--- src/rtl/vector_regfile_if.sv ---
// Bundle of the read, write and stream-load signals of vector_regfile.
// The master drives requests; the slave (the register file) returns read data and load status.
interface vector_regfile_if #(
  parameter int WIDTH    = 16,
  parameter int LANES    = 16,
  parameter int NUM_REGS = 4
);
  localparam int RB = $clog2(NUM_REGS);
  localparam int LB = $clog2(LANES);
  localparam int VW = LANES * WIDTH;

  logic [RB-1:0]    rd0_addr;
  logic [VW-1:0]    rd0_data;
  logic [RB-1:0]    rd1_addr;
  logic [VW-1:0]    rd1_data;
  logic             we;
  logic [RB+LB-1:0] write_addr;
  logic [WIDTH-1:0] write_data;
  logic             full_we;
  logic [RB-1:0]    full_addr;
  logic [LANES-1:0] full_mask;
  logic [VW-1:0]    full_write_data;
  logic             ld_start;
  logic [RB-1:0]    ld_addr;
  logic             ld_valid;
  logic [WIDTH-1:0] ld_data;
  logic             ld_ready;
  logic             ld_done;
  logic [NUM_REGS-1:0] busy;

  modport master (
    output rd0_addr, rd1_addr, we, write_addr, write_data,
           full_we, full_addr, full_mask, full_write_data,
           ld_start, ld_addr, ld_valid, ld_data,
    input  rd0_data, rd1_data, ld_ready, ld_done, busy
  );

  modport slave (
    input  rd0_addr, rd1_addr, we, write_addr, write_data,
           full_we, full_addr, full_mask, full_write_data,
           ld_start, ld_addr, ld_valid, ld_data,
    output rd0_data, rd1_data, ld_ready, ld_done, busy
  );
endinterface

--- src/rtl/vector_regfile.sv ---
// Vector register bank: two registered read ports, element and masked full-vector writes,
// and a lane-by-lane stream loader that owns its target register until the last lane lands.
module vector_regfile #(
  parameter int WIDTH    = 16,
  parameter int LANES    = 16,
  parameter int NUM_REGS = 4
) (
  input  logic clk,
  input  logic rst,
  vector_regfile_if.slave bus
);
  localparam int RB = $clog2(NUM_REGS);
  localparam int LB = $clog2(LANES);
  localparam int VW = LANES * WIDTH;

  typedef enum logic {IDLE, LOAD} state_t;

  state_t        state_reg, state_next;
  logic [RB-1:0] tgt_reg, tgt_next;
  logic [LB-1:0] cnt_reg, cnt_next;
  logic          done_reg, done_next;
  logic          accept;

  logic [NUM_REGS-1:0] busy_vec;
  logic [VW-1:0]       regs [NUM_REGS];
  logic [VW-1:0]       rd0_reg, rd1_reg;
  logic [RB-1:0]       wr_sel;
  logic [LB-1:0]       wr_lane;

  assign wr_sel  = bus.write_addr[RB+LB-1:LB];
  assign wr_lane = bus.write_addr[LB-1:0];

  always_ff @(posedge clk) begin
    if (rst) begin
      state_reg <= IDLE;
      tgt_reg   <= '0;
      cnt_reg   <= '0;
      done_reg  <= 1'b0;
    end else begin
      state_reg <= state_next;
      tgt_reg   <= tgt_next;
      cnt_reg   <= cnt_next;
      done_reg  <= done_next;
    end
  end

  always_comb begin
    state_next = state_reg;
    tgt_next   = tgt_reg;
    cnt_next   = cnt_reg;
    done_next  = 1'b0;
    accept     = 1'b0;
    case (state_reg)
      IDLE: begin
        if (bus.ld_start) begin
          tgt_next   = bus.ld_addr;
          cnt_next   = '0;
          state_next = LOAD;
        end
      end
      LOAD: begin
        if (bus.ld_valid) begin
          accept = 1'b1;
          if (cnt_reg == LB'(LANES - 1)) begin
            cnt_next   = '0;
            state_next = IDLE;
            done_next  = 1'b1;
          end else begin
            cnt_next = cnt_reg + 1'b1;
          end
        end
      end
      default: state_next = IDLE;
    endcase
  end

  // Each lane picks its source independently: stream load, then full write, then element write.
  for (genvar gi = 0; gi < NUM_REGS; gi++) begin : g_reg
    logic [VW-1:0] vec_reg, vec_next;

    assign busy_vec[gi] = (state_reg == LOAD) && (tgt_reg == RB'(gi));

    always_comb begin
      vec_next = vec_reg;
      for (int l = 0; l < LANES; l++) begin
        if (accept && (tgt_reg == RB'(gi)) && (cnt_reg == LB'(l))) begin
          vec_next[l*WIDTH +: WIDTH] = bus.ld_data;
        end else if (!busy_vec[gi] && bus.full_we && (bus.full_addr == RB'(gi))
                     && bus.full_mask[l]) begin
          vec_next[l*WIDTH +: WIDTH] = bus.full_write_data[l*WIDTH +: WIDTH];
        end else if (!busy_vec[gi] && bus.we && (wr_sel == RB'(gi))
                     && (wr_lane == LB'(l))) begin
          vec_next[l*WIDTH +: WIDTH] = bus.write_data;
        end
      end
    end

    always_ff @(posedge clk) begin
      if (rst) vec_reg <= '0;
      else     vec_reg <= vec_next;
    end

    assign regs[gi] = vec_reg;
  end

  // Read ports sample the current contents, so same-edge writes are seen one cycle later.
  always_ff @(posedge clk) begin
    if (rst) begin
      rd0_reg <= '0;
      rd1_reg <= '0;
    end else begin
      rd0_reg <= regs[bus.rd0_addr];
      rd1_reg <= regs[bus.rd1_addr];
    end
  end

  assign bus.rd0_data = rd0_reg;
  assign bus.rd1_data = rd1_reg;
  assign bus.ld_ready = (state_reg == LOAD);
  assign bus.ld_done  = done_reg;
  assign bus.busy     = busy_vec;
endmodule
--- src/flat_wrapper.sv ---
// flat-port wrapper written by rule: the top's interface ports become plain ports
module vector_regfile_flat 
#(
  parameter int WIDTH    = 16,
  parameter int LANES    = 16,
  parameter int NUM_REGS = 4
)
  (clk, rst, bus_rd0_addr, bus_rd1_addr, bus_we, bus_write_addr, bus_write_data, bus_full_we, bus_full_addr, bus_full_mask, bus_full_write_data, bus_ld_start, bus_ld_addr, bus_ld_valid, bus_ld_data, bus_rd0_data, bus_rd1_data, bus_ld_ready, bus_ld_done, bus_busy);
  vector_regfile_if #(.WIDTH(WIDTH), .LANES(LANES), .NUM_REGS(NUM_REGS)) bus_i ();
  input  logic clk;
  input  logic rst;
  input wire logic [$bits(bus_i.rd0_addr)-1:0] bus_rd0_addr;
  input wire logic [$bits(bus_i.rd1_addr)-1:0] bus_rd1_addr;
  input wire logic [$bits(bus_i.we)-1:0] bus_we;
  input wire logic [$bits(bus_i.write_addr)-1:0] bus_write_addr;
  input wire logic [$bits(bus_i.write_data)-1:0] bus_write_data;
  input wire logic [$bits(bus_i.full_we)-1:0] bus_full_we;
  input wire logic [$bits(bus_i.full_addr)-1:0] bus_full_addr;
  input wire logic [$bits(bus_i.full_mask)-1:0] bus_full_mask;
  input wire logic [$bits(bus_i.full_write_data)-1:0] bus_full_write_data;
  input wire logic [$bits(bus_i.ld_start)-1:0] bus_ld_start;
  input wire logic [$bits(bus_i.ld_addr)-1:0] bus_ld_addr;
  input wire logic [$bits(bus_i.ld_valid)-1:0] bus_ld_valid;
  input wire logic [$bits(bus_i.ld_data)-1:0] bus_ld_data;
  output wire logic [$bits(bus_i.rd0_data)-1:0] bus_rd0_data;
  output wire logic [$bits(bus_i.rd1_data)-1:0] bus_rd1_data;
  output wire logic [$bits(bus_i.ld_ready)-1:0] bus_ld_ready;
  output wire logic [$bits(bus_i.ld_done)-1:0] bus_ld_done;
  output wire logic [$bits(bus_i.busy)-1:0] bus_busy;
  assign bus_i.rd0_addr = bus_rd0_addr;
  assign bus_i.rd1_addr = bus_rd1_addr;
  assign bus_i.we = bus_we;
  assign bus_i.write_addr = bus_write_addr;
  assign bus_i.write_data = bus_write_data;
  assign bus_i.full_we = bus_full_we;
  assign bus_i.full_addr = bus_full_addr;
  assign bus_i.full_mask = bus_full_mask;
  assign bus_i.full_write_data = bus_full_write_data;
  assign bus_i.ld_start = bus_ld_start;
  assign bus_i.ld_addr = bus_ld_addr;
  assign bus_i.ld_valid = bus_ld_valid;
  assign bus_i.ld_data = bus_ld_data;
  assign bus_rd0_data = bus_i.rd0_data;
  assign bus_rd1_data = bus_i.rd1_data;
  assign bus_ld_ready = bus_i.ld_ready;
  assign bus_ld_done = bus_i.ld_done;
  assign bus_busy = bus_i.busy;
  vector_regfile #(.WIDTH(WIDTH), .LANES(LANES), .NUM_REGS(NUM_REGS)) u_core (.clk(clk), .rst(rst), .bus(bus_i));
endmodule
--- config.mk ---
export PLATFORM = sky130hd
export DESIGN_NAME = vector_regfile_flat
export DESIGN_NICKNAME = d
export VERILOG_FILES = /design/src/rtl/vector_regfile_if.sv /design/src/rtl/vector_regfile.sv /design/src/flat_wrapper.sv
export SDC_FILE = /design/constraint.sdc
export NUM_CORES = 2
export LEC_CHECK = 0
export CORE_MARGIN = 3
export CORE_UTILIZATION = 40
export DETAILED_ROUTE_END_ITERATION = 10
export PLACE_DENSITY_LB_ADDON = 0.05
export SETUP_SLACK_MARGIN = 0.15
export SYNTH_ARGS = -nofsm -noshare
export SYNTH_HDL_FRONTEND = slang
export SYNTH_SLANG_ARGS = --single-unit
--- constraint.sdc ---
create_clock -name clk -period 3.2 [get_ports clk]
set_input_delay 0.64 -clock clk [delete_from_list [all_inputs] [get_ports clk]]
set_output_delay 0.64 -clock clk [all_outputs]
set_load 0.02 [all_outputs]
======== Word level (Yosys, flattened, before mapping) ========
Cells that the tools add are included.
cells by class
  $add $sub $neg .......................... 1
  $lt $le $gt $ge ......................... 2
  equality and inequality tests ........... 41
  muxes and demuxes ....................... 209
  bitwise logic cells ..................... 4
  reductions and logical operators ........ 292
operator list
  kind                 count
  $mux 16              192
  $bmux 256 s2         2
  $mux 256             4
  $logic_and 1x1->1    216
  $reduce_bool 3->1    64
  $eq 4x4->1 const B   16
  $eq 4x3->1 const B   8
  $eq 4x2->1 const B   4
  $eq 2x2->1 const B   6
  $mux 4               3
  $eq 4x1->1 const B   2
  $logic_not 4->1      2
  $pmux 4 s2           1
  $eq 2x1->1 const B   3
  $ge 3x3->1 const B   2
  $logic_not 2->1      3
  $mux 1               6
  $not 2->3            2
  $add 4x1->4 const B  1
  $logic_not 1->1      4
  $ne 2x2->1 const B   2
  $reduce_and 2->1     2
  $reduce_or 3->1      1
  $not 1->1            2
  $pmux 1 s2           1
word-level totals
  register bits ........................... 1544
  output and inout bits ................... 518
  logic and storage cells ................. 619

======== Longest topological paths before layout ========
  depth in word-level cells ............... 9
  mapped depth ............................ 10
  depth with buffers taken out ............ 6

======== Worst setup path before layout ========
OpenSTA, ideal clock, no wires.
  path type ............................... in2reg
  from .................................... in bus_full_we
  to ...................................... reg u_core.g_reg[2].vec_reg[197]
  arrival time ............................ 2.311 ns
  data required time ...................... 3.067 ns
  setup slack ............................. 0.757 ns
  cell stages on the path ................. 9
  buffers on the path ..................... 5
  cells stage by stage .................... buf_2 clkbuf_1 and4b_1 buf_2 a22oi_1 and2_0 clkbuf_1 buf_2 o41ai_1
between the ends
  cells in the longest elaborated chain, start to end .. 5
  elaborated cells on any way between the ends .. 6
ends and longest elaborated chain
  element                           RTL line               text
  start: declaration                flat_wrapper.sv:17     input wire logic [$bits(bus_i.full_we)-1:0] bus_full_we;
  $logic_and 1x1->1 * (2 in a row)  vector_regfile.sv:88   end else if (!busy_vec[gi] && bus.full_we && (bus.full_addr == RB'(gi))
  $logic_and 1x1->1 *               vector_regfile.sv:89   && bus.full_mask[l]) begin
  $mux 16                           vector_regfile.sv:88
  $mux 16                           vector_regfile.sv:86   if (accept && (tgt_reg == RB'(gi)) && (cnt_reg == LB'(l))) begin
  end signal: assignment            vector_regfile.sv:100  else vec_reg <= vec_next;
  end: declaration                  vector_regfile.sv:79   logic [VW-1:0] vec_reg, vec_next;
Mark *: on every way between the ends. The rest lies on a longest branch, timed or not.
A chain may end at the register's enable or synchronous reset.

======== Worst setup path in the final report ========
  from .................................... reg u_core.tgt_reg[0]
  to ...................................... out bus_busy[0]
between the ends
  cells in the longest elaborated chain, start to end .. 2
ends and longest elaborated chain
  element                   RTL line              text
  start: declaration        vector_regfile.sv:19  logic [RB-1:0] tgt_reg, tgt_next;
  start signal: assignment  vector_regfile.sv:41  tgt_reg <= tgt_next;
  $logic_not 2->1           vector_regfile.sv:81  assign busy_vec[gi] = (state_reg == LOAD) && (tgt_reg == RB'(gi));
  $logic_and 1x1->1         vector_regfile.sv:81
  end: declaration          flat_wrapper.sv:29    output wire logic [$bits(bus_i.busy)-1:0] bus_busy;
No other way between the ends.

==> results.py <==
metrics = {
    "sta": {
        "fin_skew_ns": 0.0340,
        "setup_tns_ns": 0,
        "worst_slew_pin_slew_ns": 1.22,
        "rsz0062_at_grt": "no",
        "post-route-worst-setup-slack_ns": 0.240,
        "fin_crit_sh_pct": 92.5,
        "fmax_mhz": 338,
        "layout_min_cycle_time_ns": 2.96,
        "slew_viol_final": 0,
        "finalSetupViolCount": 0,
        "hold_viol": 0,
        "slew-limit-headroom_pct": 19.0,
    },
    "setup_path": {
        "cpLargestDelayFamily": "buffers and inverters",
        "r2r-end": "u_core.g_reg[1].vec_reg[60]",
        "cp-end-kind": "output port",
        "crit_arrival_ns": 2.32,
        "cp-endpoint": "bus_busy[0]",
        "max_stage_delay_ns": 0.53,
        "r2r_setup_slack_ns": 0.41,
        "crit_start": "u_core.tgt_reg[0]",
        "cp.depth": 4,
        "cp-start-kind": "flip-flop",
        "worst_ep_required_time_ns": 2.56,
        "path_class": "flip-flop to output port",
        "crit_buf_inv": 3,
        "reg2regPathDepth": 7,
        "crit_slowest_cell": "or3b_4",
        "reg2reg_from": "u_core.cnt_reg[0]",
        "worst-path-max-fanout": 12,
        "cp_cell_sequence": "buf_4, or3b_4, inv_1, clkdlybuf4s15_1",
    },
    "floorplan": {
        "pin_count": 842,
        "core_sq_um": 231000,
        "dieArea_sq_um": 239000,
        "start_util_pct": 40.4,
        "row_count": 176,
        "die-height_microns": 489,
        "die_w_microns": 489,
    },
    "yosys": {
        "avgSynthCellArea_sq_um": 9.17,
        "ys_warn_count": 0,
        "synth_seq_cells": 1544,
        "synthCells": 10200,
        "seq_area_frac_synth_pct": 33.1,
        "synth_cell_type_count": 63,
        "synthArstFlopShare_pct": 0,
        "synth_area_sq_um": 93400,
        "syn_nets": 10500,
        "synth_edf_count": 0,
        "synthFlopType": "dfxtp_1",
    },
    "status": {
        "status": "finished clean",
    },
    "detailed_routing": {
        "wl_per_cell_microns": 34.9,
        "drt_wl_total_mm": 477,
        "drt_iter0_drc": 14700,
        "firstDrtPassIters": 8,
        "vias_per_cell": 7.11,
        "postRouteAntennaNets": 0,
        "drc": 0,
        "vias": 97000,
    },
    "finish": {
        "drive_above_1_share_pct": 16.9,
        "largest_reg_flops": 1024,
        "syn_to_final_growth_pct": 22.5,
        "final_nets": 10800,
    },
    "cts": {
        "clock_sinks": 1544,
        "root_buffer": "clkbuf_16",
        "cts_buffer_depth": 3,
        "htreeDepth": 4,
        "clk_latency_ns": 0.89,
        "clk_pin_slew_worst_paths_ns": 0.06,
        "hold_buffers": 0,
        "cts_tree": "yes",
        "cts_buffers": 186,
    },
    "global_routing": {
        "grt.overflow.total": 0,
        "antenna_found_initial": 55,
        "grt_max_degree": 147,
        "grt_pass1_vias": 93100,
        "grt_pass1_wl_mm": 679,
        "grt_util_all_layers_pct": 38.2,
    },
    "power_and_ir_drop": {
        "cellInternalPower_uw": 36200,
        "p_per_area_nw_per_um2": 440,
        "power_frac_seq_pct": 39.9,
        "p_sw_share_pct": 28.1,
        "switchingPower_uw": 14200,
        "p_comb_share_pct": 13.9,
        "p_leak_uw": 0.0431,
        "clockPowerShare_pct": 46.2,
        "p_total_uw": 50300,
        "ir_worst_vdd_uv": 490,
    },
    "placed_design": {
        "io_buffers": 841,
        "place_ws_ns": -0.0481,
        "place.gp.congestion": 0.903,
        "dp_hpwl_mm": 300,
    },
    "worst_hold_path": {
        "hold_class": "input pin to flip-flop",
    },
    "flow_run": {
        "max_cap_violations": 0,
    },
}
==> how the worst min path moves through the flow <==
| stage | start | to | slack [ns] | cells past startpoint |
|---|---|---|---|---|
| floorplan | u_core.g_reg[2].vec_reg[126] | u_core.g_reg[2].vec_reg[126] | 0.45 | 2 |
| global placement | u_core.g_reg[2].vec_reg[158] | u_core.g_reg[2].vec_reg[158] | 0.48 | 2 |
| detailed placement | u_core.g_reg[3].vec_reg[226] | u_core.g_reg[3].vec_reg[226] | 0.50 | 2 |
| CTS | bus_write_data[13] | u_core.g_reg[1].vec_reg[93] | 0.14 | 2 |
| global route | bus_write_data[13] | u_core.g_reg[1].vec_reg[93] | 0.18 | 2 |
| finish | rst | u_core.bus.rd0_data[172] | 0.20 | 2 |
==> power by group through the flow <==
| stage | Sequential (uW) | Combinational [uW] | Clock (uW) |
|---|---|---|---|
| 6_report | 20100 | 7010 | 23300 |
| 3_5_place_dp | 20400 | 6770 | 0 |
| 5_1_grt | 20100 | 7200 | 24200 |
| 3_3_place_gp | 20400 | 6710 | 0 |
| 4_1_cts | 20000 | 6800 | 23500 |
| 2_1_floorplan | 20400 | 3510 | 0 |
==> routing by layer <==
| metal | global-route usage, % | vias to the layer above | part of all wire (%) |
|---|---|---|---|
| li1 | - | 40200 | - |
| met1 | 50.4 | 48000 | 39 |
| met2 | 55.3 | 7323 | 42 |
| met3 | 10.3 | 1440 | 12 |
| met4 | 23.8 | 20 | 6.8 |
| met5 | 0 | - | 0.027 |
==> cell families (layout without fill, tap and decap cells) <==
kind of cell	count (synthesis)	after routing	synth area share, %
buffers and inverters	1487	1890	6.51
DFF	1544	1544	33.1
other	0	34	0
and+or+nand+nor	4570	4570	29.5
muxes	516	516	12.4
adders and majority gates	4	4	0.0536
AOI/OAI and AO/OA	2063	2063	18.4
==> repair_timing <==
item	in CTS	in global routing
gates resized for setup	6	3
hold endpoints to repair	0	0
buffers inserted	2	0
pin swaps	1	0
endpoints found under the setup margin	4	5
==> cells in the final DEF (no fill, tap or decap), types with 10 or more instances in the layout <==
cell             netlist  final
clkbuf_8               0     54
clkinv_2               0     28
clkdlybuf4s50_1        0    797
dfxtp_1             1544   1540
mux4_2               512    512
a22oi_1               30     30
nand3_2               29     29
buf_4                 26    510
o221a_2               34     34
nand3b_1              10     10
clkbuf_1            1135     24
and4_1                16     15
and4b_1               34     32
nand4_1              532    532
nor3_1               153    153
and4bb_2              12     12
nand3_4               14     14
diode_2                0     34
clkbuf_16              0    189
o41ai_1              930    930
nor2_2                19     19
bufinv_16              0     22
nor2_1               982    982
a211oi_1             983    983
nand3_1               26     26
nand4b_1             457    457
and3_1              1047   1046
nand2_1              130    130
buf_12                 0    228
nor2b_1             1043   1043
o41ai_2               51     51
==> metrics by stage <==
step / utilization (%) / instance area (sq um) / hold WS [ns] / std cells
2_1_floorplan: - / 93400 / 0.452 / 10200
3_3_place_gp: 46.6 / 108000 / 0.480 / 13300
3_5_place_dp: 46.6 / 108000 / 0.496 / 13300
4_1_cts: 49.5 / 114000 / 0.139 / 13600
5_1_grt: 49.5 / 114000 / 0.177 / 13600
6_report: 49.5 / 114000 / 0.196 / 13600
==> synthesized netlist by cell type, drive strengths merged, types with 2 or more instances <==
cell type	number	area [sq um]
a2111oi	2	17.5
a211oi	983	7380
a21oi	9	45.0
a22oi	30	225
a311oi	6	52.6
and2	4	25.0
and3	1047	6550
and3b	10	87.6
and4	17	151
and4b	37	374
and4bb	18	244
buf	336	1750
clkbuf	1143	4300
dfxtp	1544	30900
ha	4	50.1
inv	8	30.0
mux2i	4	40.0
mux4	512	11500
nand2	139	544
nand2b	2	12.5
nand3	69	666
nand3b	12	97.6
nand4	532	3330
nand4b	458	4030
nor2	1004	3840
nor2b	1043	6530
nor3	153	766
nor3b	6	66.3
nor4b	4	95.1
nor4bb	5	50.1
o2111a	2	22.5
o211ai	2	15.0
o21ai	8	40.0
o221a	34	383
o31ai	4	30.0
o41ai	981	8970
or3b	7	61.3
==> cell type report <==
cell class                      count  area, sq um
Tap cell                         3026         3790
Fill cell                       21100       117000
Clock buffer                      267         5560
Clock inverter                     70         1050
Multi-Input combinational cell   7153        56500
Timing Repair Buffer             1545        16500
Inverter                            8         33.8
Antenna cell                       34         85.1
Sequential cell                  1544        30900
(Power assumes the default switching activity.)
